===== config.mk =====
export PLATFORM = sky130hd
export DESIGN_NAME = receive_buffer
export DESIGN_NICKNAME = d
export VERILOG_FILES = /design/src/rtl/rx_buf_pkg.sv /design/src/rtl/rx_buf_ram.sv /design/src/rtl/receive_buffer.sv
export SDC_FILE = /design/constraint.sdc
export NUM_CORES = 1
export LEC_CHECK = 0
export BUFFER_PORTS_ARGS = -buffer_cell sky130_fd_sc_hd__buf_4
export CAP_MARGIN = 30
export CORE_ASPECT_RATIO = 1.75
export CORE_MARGIN = 8
export CORE_UTILIZATION = 50
export CTS_CLUSTER_SIZE = 24
export DETAILED_ROUTE_END_ITERATION = 12
export GPL_TIMING_DRIVEN = 0
export PLACE_DENSITY = 0.77
export SLEW_MARGIN = 25
export SYNTH_ARGS = -nofsm -noshare
export SYNTH_HDL_FRONTEND = slang
export SYNTH_SLANG_ARGS = --single-unit

===== constraint.sdc =====
create_clock -name clk -period 3.5 [get_ports clk]
set_clock_uncertainty 0.05 [all_clocks]
set_input_delay 0 -clock clk [delete_from_list [all_inputs] [get_ports clk]]
set_output_delay 0 -clock clk [all_outputs]
set_load 0.02 [all_outputs]

===== src/rtl/rx_buf_pkg.sv =====
// Shared constants and types for the receive-side elastic buffer.
// Covers the link/FIFO defaults, pointer sizing and drop-counter limits.
package rx_buf_pkg;

    localparam int DATA_W_DEF = 5;
    localparam int DEPTH_DEF  = 4;

    localparam int DROP_CNT_W = 8;
    localparam logic [DROP_CNT_W-1:0] DROP_CNT_MAX = '1;

    // One extra MSB so a full FIFO is distinguishable from an empty one.
    function automatic int ptr_width(input int depth);
        return $clog2(depth) + 1;
    endfunction

    localparam int PTR_W_DEF = ptr_width(DEPTH_DEF);

    typedef struct packed {
        logic wr;
        logic rd;
        logic drop;
    } rx_ev_t;

endpackage


===== src/rtl/rx_buf_ram.sv =====
// Register array for the receive buffer: one write port and one
// asynchronous read port. The contents reset to zero.
module rx_buf_ram
    import rx_buf_pkg::*;
#(
    parameter int DATA_W = DATA_W_DEF,
    parameter int DEPTH  = DEPTH_DEF,
    parameter int AW     = $clog2(DEPTH)
) (
    input  logic              clk,
    input  logic              rst_n,
    input  logic              we,
    input  logic [AW-1:0]     waddr,
    input  logic [DATA_W-1:0] wdata,
    input  logic [AW-1:0]     raddr,
    output logic [DATA_W-1:0] rdata
);

    logic [DATA_W-1:0] mem_q [DEPTH];
    logic [DATA_W-1:0] mem_d [DEPTH];

    always_comb begin
        mem_d = mem_q;
        if (we) begin
            mem_d[waddr] = wdata;
        end
    end

    always_ff @(posedge clk or negedge rst_n) begin
        if (!rst_n) begin
            for (int i = 0; i < DEPTH; i++) begin
                mem_q[i] <= '0;
            end
        end else begin
            mem_q <= mem_d;
        end
    end

    assign rdata = mem_q[raddr];

endmodule


===== src/rtl/receive_buffer.sv =====
// Receive elastic buffer: no-backpressure link in, valid/ready out.
// Define RX_BUF_DROP_CNT_EN to add the saturating drop_cnt output.
module receive_buffer
    import rx_buf_pkg::*;
#(
    parameter int DATA_W = DATA_W_DEF,
    parameter int DEPTH  = DEPTH_DEF
) (
    input  logic                     clk,
    input  logic                     rst_n,
    input  logic                     in_valid,
    input  logic [DATA_W-1:0]        in_data,
    output logic                     out_valid,
    output logic [DATA_W-1:0]        out_data,
    input  logic                     out_ready,
    output logic [$clog2(DEPTH):0]   level,
    output logic                     overflow,
`ifdef RX_BUF_DROP_CNT_EN
    output logic [DROP_CNT_W-1:0]    drop_cnt,
`endif
    input  logic                     ovf_clr
);

    localparam int PTR_W = ptr_width(DEPTH);
    localparam int AW    = PTR_W - 1;

    logic [PTR_W-1:0] wr_ptr_q, wr_ptr_d;
    logic [PTR_W-1:0] rd_ptr_q, rd_ptr_d;
    logic [PTR_W-1:0] level_q, level_d;
    logic             ovf_q, ovf_d;
    logic             empty, full;
    rx_ev_t           ev;

    always_comb begin
        empty   = (wr_ptr_q == rd_ptr_q);
        full    = (wr_ptr_q[AW-1:0] == rd_ptr_q[AW-1:0]) &&
                  (wr_ptr_q[AW] != rd_ptr_q[AW]);
        ev.rd   = !empty && out_ready;
        // A read in the same cycle frees the slot the write lands in.
        ev.wr   = in_valid && (!full || ev.rd);
        ev.drop = in_valid && full && !ev.rd;
    end

    always_comb begin
        wr_ptr_d = wr_ptr_q + PTR_W'(ev.wr);
        rd_ptr_d = rd_ptr_q + PTR_W'(ev.rd);
        level_d  = level_q;
        unique case ({ev.wr, ev.rd})
            2'b10:   level_d = level_q + PTR_W'(1);
            2'b01:   level_d = level_q - PTR_W'(1);
            default: level_d = level_q;
        endcase
        ovf_d = ovf_q;
        if (ev.drop) begin
            ovf_d = 1'b1;
        end else if (ovf_clr) begin
            ovf_d = 1'b0;
        end
    end

    always_ff @(posedge clk or negedge rst_n) begin
        if (!rst_n) begin
            wr_ptr_q <= '0;
            rd_ptr_q <= '0;
            level_q  <= '0;
            ovf_q    <= 1'b0;
        end else begin
            wr_ptr_q <= wr_ptr_d;
            rd_ptr_q <= rd_ptr_d;
            level_q  <= level_d;
            ovf_q    <= ovf_d;
        end
    end

`ifdef RX_BUF_DROP_CNT_EN
    logic [DROP_CNT_W-1:0] drop_cnt_q, drop_cnt_d;

    // A clear coinciding with a drop restarts the count at one.
    always_comb begin
        drop_cnt_d = drop_cnt_q;
        if (ev.drop) begin
            if (ovf_clr) begin
                drop_cnt_d = DROP_CNT_W'(1);
            end else if (drop_cnt_q != DROP_CNT_MAX) begin
                drop_cnt_d = drop_cnt_q + DROP_CNT_W'(1);
            end
        end else if (ovf_clr) begin
            drop_cnt_d = '0;
        end
    end

    always_ff @(posedge clk or negedge rst_n) begin
        if (!rst_n) begin
            drop_cnt_q <= '0;
        end else begin
            drop_cnt_q <= drop_cnt_d;
        end
    end

    assign drop_cnt = drop_cnt_q;
`endif

    rx_buf_ram #(
        .DATA_W (DATA_W),
        .DEPTH  (DEPTH),
        .AW     (AW)
    ) u_ram (
        .clk   (clk),
        .rst_n (rst_n),
        .we    (ev.wr),
        .waddr (wr_ptr_q[AW-1:0]),
        .wdata (in_data),
        .raddr (rd_ptr_q[AW-1:0]),
        .rdata (out_data)
    );

    assign out_valid = !empty;
    assign level     = level_q;
    assign overflow  = ovf_q;

endmodule


[Yosys cells after proc, flatten, opt, wreduce, memory -nomap -nowiden]
Index checks and enable logic that the tools add are counted.
Word-level totals
  bits in registers: 30
  input port bits: 10
  output and inout port bits: 10
Cells by class
  equal/unequal tests: 5
  reduce and logical (&&, ||, !) cells: 12
  multiplexer cells: 9
  order comparisons: 3
  add/subtract/negate cells: 4
  bitwise operators: 2
Operators by type and width (number)
  bitwise mux 20 bit: 1
  2-to-1 mux 5 bit: 3
  binary-select mux 5 bit (select 2 bit): 1
  demux 5 bit (select 2 bit): 1
  adder 3 x 1 -> 3 bit: 2
  greater-or-equal comparator 3 bit (second input constant): 2
  logical AND 1 bit: 6
  inverter 2 -> 3 bit: 2
  case mux 3 bit (2 select lines): 1
  nonzero test 2 bit: 2
  adder 3 x 1 -> 3 bit (second input constant): 1
  equality test 3 bit: 1
  zero test 1 bit: 3
  less-than comparator 3 x 1 -> 1 bit (second input constant): 1
  subtractor 3 x 1 -> 3 bit (second input constant): 1
  equality test 2 x 1 -> 1 bit (second input constant): 1
  equality test 2 bit: 1
  equality test 2 bit (second input constant): 1
  2-to-1 mux 1 bit: 2
  logical OR 1 bit: 1
  != test 1 bit: 1

[Logic depth before layout (Yosys ltp)]
  depth in word-level cells: 7
  gate-level depth with buffers: 10
  depth with buffers taken out: 9

[Hierarchy]
A second synthesis with hierarchy kept.
Second synthesis, totals
  cell total of the unflattened synthesis: 108
  area, all modules: 1512.7 um^2
Modules (own cells, without submodules)
  rx_buf_ram: times used 1, area each 895.9 um^2, cells an instance 50
  receive_buffer: times used 1, area each 616.8 um^2, cells an instance 58

[Worst setup path before layout]
Ideal clock, no wire load.
  path kind: reg2reg
  start: register rd_ptr_q[0]
  end: register level_q[2], in the netlist level[2]
  slack: 1.182 ns
  path buffers: 1
  setup time: 0.079 ns
  data arrival time: 2.188 ns
  stages on the path, launching flop included: 11
  path through: dfrtp_1 -> buf_6 -> xor2_4 -> nor4_1 -> nand2b_1 -> ha_1 -> inv_1 -> fa_1 -> xor2_1 -> nor2_1 -> xor2_1
On the way
  longest elaborated chain between the ends: 7
  elaborated cells on any way between the ends: 12
Ends and longest elaborated chain
  from (decl): line receive_buffer.sv:28  | logic [PTR_W-1:0] rd_ptr_q, rd_ptr_d;
  from (signal assigned): line receive_buffer.sv:69  | rd_ptr_q <= rd_ptr_d;
  equality test 3 bit or equality test 2 bit (tied branches): line receive_buffer.sv:35, receive_buffer.sv:36
  zero test 1 bit or logical AND 1 bit (tied branches): line receive_buffer.sv:38, receive_buffer.sv:36
  logical AND 1 bit or zero test 1 bit (tied branches): line receive_buffer.sv:38, receive_buffer.sv:40
  logical OR 1 bit: line receive_buffer.sv:40  | ev.wr = in_valid && (!full || ev.rd);
  logical AND 1 bit: line receive_buffer.sv:40
  equality test 2 x 1 -> 1 bit or equality test 2 bit (tied branches): line receive_buffer.sv:48  | unique case ({ev.wr, ev.rd})
  case mux 3 bit (2 select lines) or nonzero test 2 bit (tied branches)
  to (signal assigned): line receive_buffer.sv:70  | level_q <= level_d;
  to (decl): line receive_buffer.sv:29  | logic [PTR_W-1:0] level_q, level_d;
Several ways; a longest one is shown, not always the timed one.
A chain may end at the register's enable or synchronous reset.

[Worst setup path in the final report]
  start: register rd_ptr_q[1]
  end: register level_q[2], in the netlist level[2]
The elaborated chain is that of the path after synthesis.

==> run summary <==
- 16 — number of design-rule violations left by the first detailed-router iteration
- 2810 ps — CP arrival
- 0.002928 sq mm — floorplan core area
- 0 — gr ovfl total
- 2 — Max H-tree Level
- 49.10% — fraction of the yosys area taken by sequential cells
- 615.1 ps — transition time at the pin with the least slew margin
- 0 — remaining design rule violation count
- 50.2% — part of the total power dissipated in combinational logic
- 2650 microns — sum of routed wire length over all layers
- 31 — largest net degree at the start of global routing
- 0 — final number of max-transition violations
- 0 ps — total negative setup slack
- 0 — number of gates resized after CTS
- 30 — post-synthesis sequential element count
- dfrtp_1 — cell accounting for the most synthesized area
- 757.2 uW — P_sw
- 0 — ANT nets after route
- 24.06% — layout overhead on the synthesized area
- 0.7296 — routability-driven placement congestion ratio
- 9 — FF-to-FF path depth
- rd_ptr_q[1]$_DFF_PN0_ — Crit Reg-Reg Startpoint
- 5 — total clock buffers created by CTS
- 26 — row cnt
- 0 — setup-violating endpoint count in the final report
- flip-flop — endpoint class of the critical path
- 0.0008558 uW — leakage power
- 0 — Post-CTS Setup Repair Bufs
- 1046 mW/mm^2 — power density normalized to cell area
- input port to async pin — class of the worst hold path
- 0.7343 mV — Max IR drop VDD
- yes — clock tree from TritonCTS
- 49.10% — Yosys top cell area share
- 3650 ps — critical path data required time
- dfrtp_1 — most common cell after layout, fill and taps aside
- 107 — number of nets produced by synthesis
- 20 — total I/O pin count
- level[2]$_DFFE_PN0P_ — reg-to-reg endpoint
- 24 — synth unique cells
- 280 ps — clock network latency to the later pin of the worst-skew pair
- flip-flop to flip-flop — critical setup path kind
- 30 — # clock sinks
- 4671 microns — wire length of the first global-routing pass
- 840 ps — setup slack on the worst flop-to-flop path
- 16.2% — part of the power in the clock network
- 17.21 microns — detail-routed net length per standard cell
- 849 — via count
- completed — run status
- 19 — IO Port Bufs
- 0 — number of antenna violations at the first check in global routing
- 1227 uW — P_int
- 141 — final layout net count
- 38.17% — share of total power consumed by net switching
- 154 — Cell Count, Final, Fillers Out
- 91 — cell count after synthesis
- clkbuf_8 — clock root buffer
- 52.22% — Initial Utilization
- flip-flop — crit path launch type
- 16.80 sq um — post-synthesis average cell area
- 138 — placed cell count
- 57.80 microns — die span in x
- 2 — maximum clock insertion buffer count
- 2 — TritonRoute pass-1 iters
- 0 — diodes inserted
- 70 ps — Clock transition at path regs
- dfrtp_1 (30), mux2_2 (20), buf_4 (19), clkbuf_8 (8), dlygate4sd3_1 (8) — commonest non-fill, non-tap cells in the layout
- 5.513 — drt via density
- 33.6% — Flop pwr share
- false — RSZ-0062 raised after global routing
- 935 — number of global-route vias before repair
- 46.83% — fraction of layout instances using a drive strength above 1
- 0 — count of endpoints failing hold in the final timing report
- 89.15 microns — die span in y
- 12.39% — All-Layer GR Usage
- dfrtp_1 (49%), mux2_2 (15%), o41ai_4 (7.2%), mux4_1 (6.9%), ha_1 (4.1%) — ranking of synthesized cells by area
- 0 — Synth Warn #
- 58.79% — relative max-transition margin
- 7 — largest fanout on the critical path
- 0.001529 sq mm — post-synth design cell area
- 123.8 ps — tightest hold margin
- 0.3764 GHz — Max Freq
- 2657 ps — shortest period the worst path allows
- 75.92% — Final period util
- 0 — number of max-cap violations
- 0.005153 sq mm — Die Outline Area
-- per-stage QoR --
stage          util, %  cell area (sq um)  setup slack, ps  power, uW
2_1_floorplan        -               1529             1182       1382
3_3_place_gp     58.29               1707            951.0       1633
3_5_place_dp     58.29               1707            829.8       1676
4_1_cts          64.79               1897            819.6       2016
5_1_grt          64.79               1897            623.2       2130
6_report         64.79               1897            843.0       1984
-- cell usage after synthesis --
| master | count |
|---|---|
| a21boi_0 | 1 |
| a22o_1 | 1 |
| and3_2 | 1 |
| and3b_2 | 2 |
| buf_6 | 1 |
| dfrtp_1 | 30 |
| fa_1 | 1 |
| ha_1 | 5 |
| inv_1 | 4 |
| mux2_2 | 20 |
| mux2i_1 | 1 |
| mux4_1 | 4 |
| mux4_2 | 1 |
| nand2_1 | 1 |
| nand2b_1 | 1 |
| nor2_1 | 2 |
| nor2b_1 | 1 |
| nor3b_1 | 1 |
| nor4_1 | 1 |
| o41ai_4 | 4 |
| xnor2_1 | 1 |
| xnor2_2 | 1 |
| xor2_1 | 4 |
| xor2_4 | 2 |
-- kinds of logic (layout without fill, tap and decap cells) --
kind of cell    count (synthesis)  after routing  share of synthesized area (%)
flops                          30             30                          49.10
mux                            26             26                          23.73
simple gates                   10             10                          4.256
xor+xnor                        8              8                          7.529
fa+ha+maj                       6              6                          5.401
compound gates                  6              6                          8.266
buf+inv                         5             40                          1.718
-- final cells by class --
cell class                      instances  area, sq um
Tap cell                               28        35.03
Fill cell                             231         1031
Inverter                                4        15.01
Buffer                                  1        11.26
Sequential cell                        30        750.7
Timing Repair Buffer                   27        222.7
Clock buffer                            8        110.1
Multi-Input combinational cell         56        752.0
-- layer usage --
layer	GRT usage [%]	vias to the layer above	share of wire, %
met5	0	-	0
met4	7.399	0	2.7
met3	5.187	7	5.8
met2	19.69	17	51
met1	13.44	421	40
li1	-	404	-
-- timing repair --
| item | 4_1_cts | 5_1_grt |
|---|---|---|
| hold endpoints to repair | 51 | 0 |
| hold buffers | 8 | 0 |
| endpoints found under the setup margin | 0 | 0 |
-- registers in the layout, summed over array words and instances, names as in the netlist --
name         flops
u_ram.mem_q     20
overflow         1
wr_ptr_q         3
rd_ptr_q         3
level            3
-- power by group through the flow --
stage	registers (uW)	logic (uW)	clock network, uW
2_1_floorplan	666	717	0
6_report	666	996	322
3_5_place_dp	676	1000	0
5_1_grt	693	1090	348
3_3_place_gp	664	969	0
4_1_cts	669	1020	331
-- critical path, stage by stage (launching register included) --
cell and delay (ps):
dfrtp_1 600, xor2_4 210, nor4_1 480, nand2b_1 200, ha_1 180, inv_1 60, fa_1 370, xor2_1 150
nor2_1 120, xor2_1 150
-- worst max-delay path by stage --
stage | slack [ps] | start | cells after the start | to
floorplan | 1180 | rd_ptr_q[0]$_DFF_PN0_ | 10 | level[2]$_DFFE_PN0P_
global placement | 950 | rd_ptr_q[1]$_DFF_PN0_ | 9 | level[2]$_DFFE_PN0P_
detailed placement | 830 | rd_ptr_q[1]$_DFF_PN0_ | 9 | level[2]$_DFFE_PN0P_
CTS | 820 | rd_ptr_q[1]$_DFF_PN0_ | 9 | level[2]$_DFFE_PN0P_
global route | 620 | rd_ptr_q[1]$_DFF_PN0_ | 9 | level[2]$_DFFE_PN0P_
finish | 840 | rd_ptr_q[1]$_DFF_PN0_ | 9 | level[2]$_DFFE_PN0P_
No activity file was read; power rests on OpenSTA's default activity.
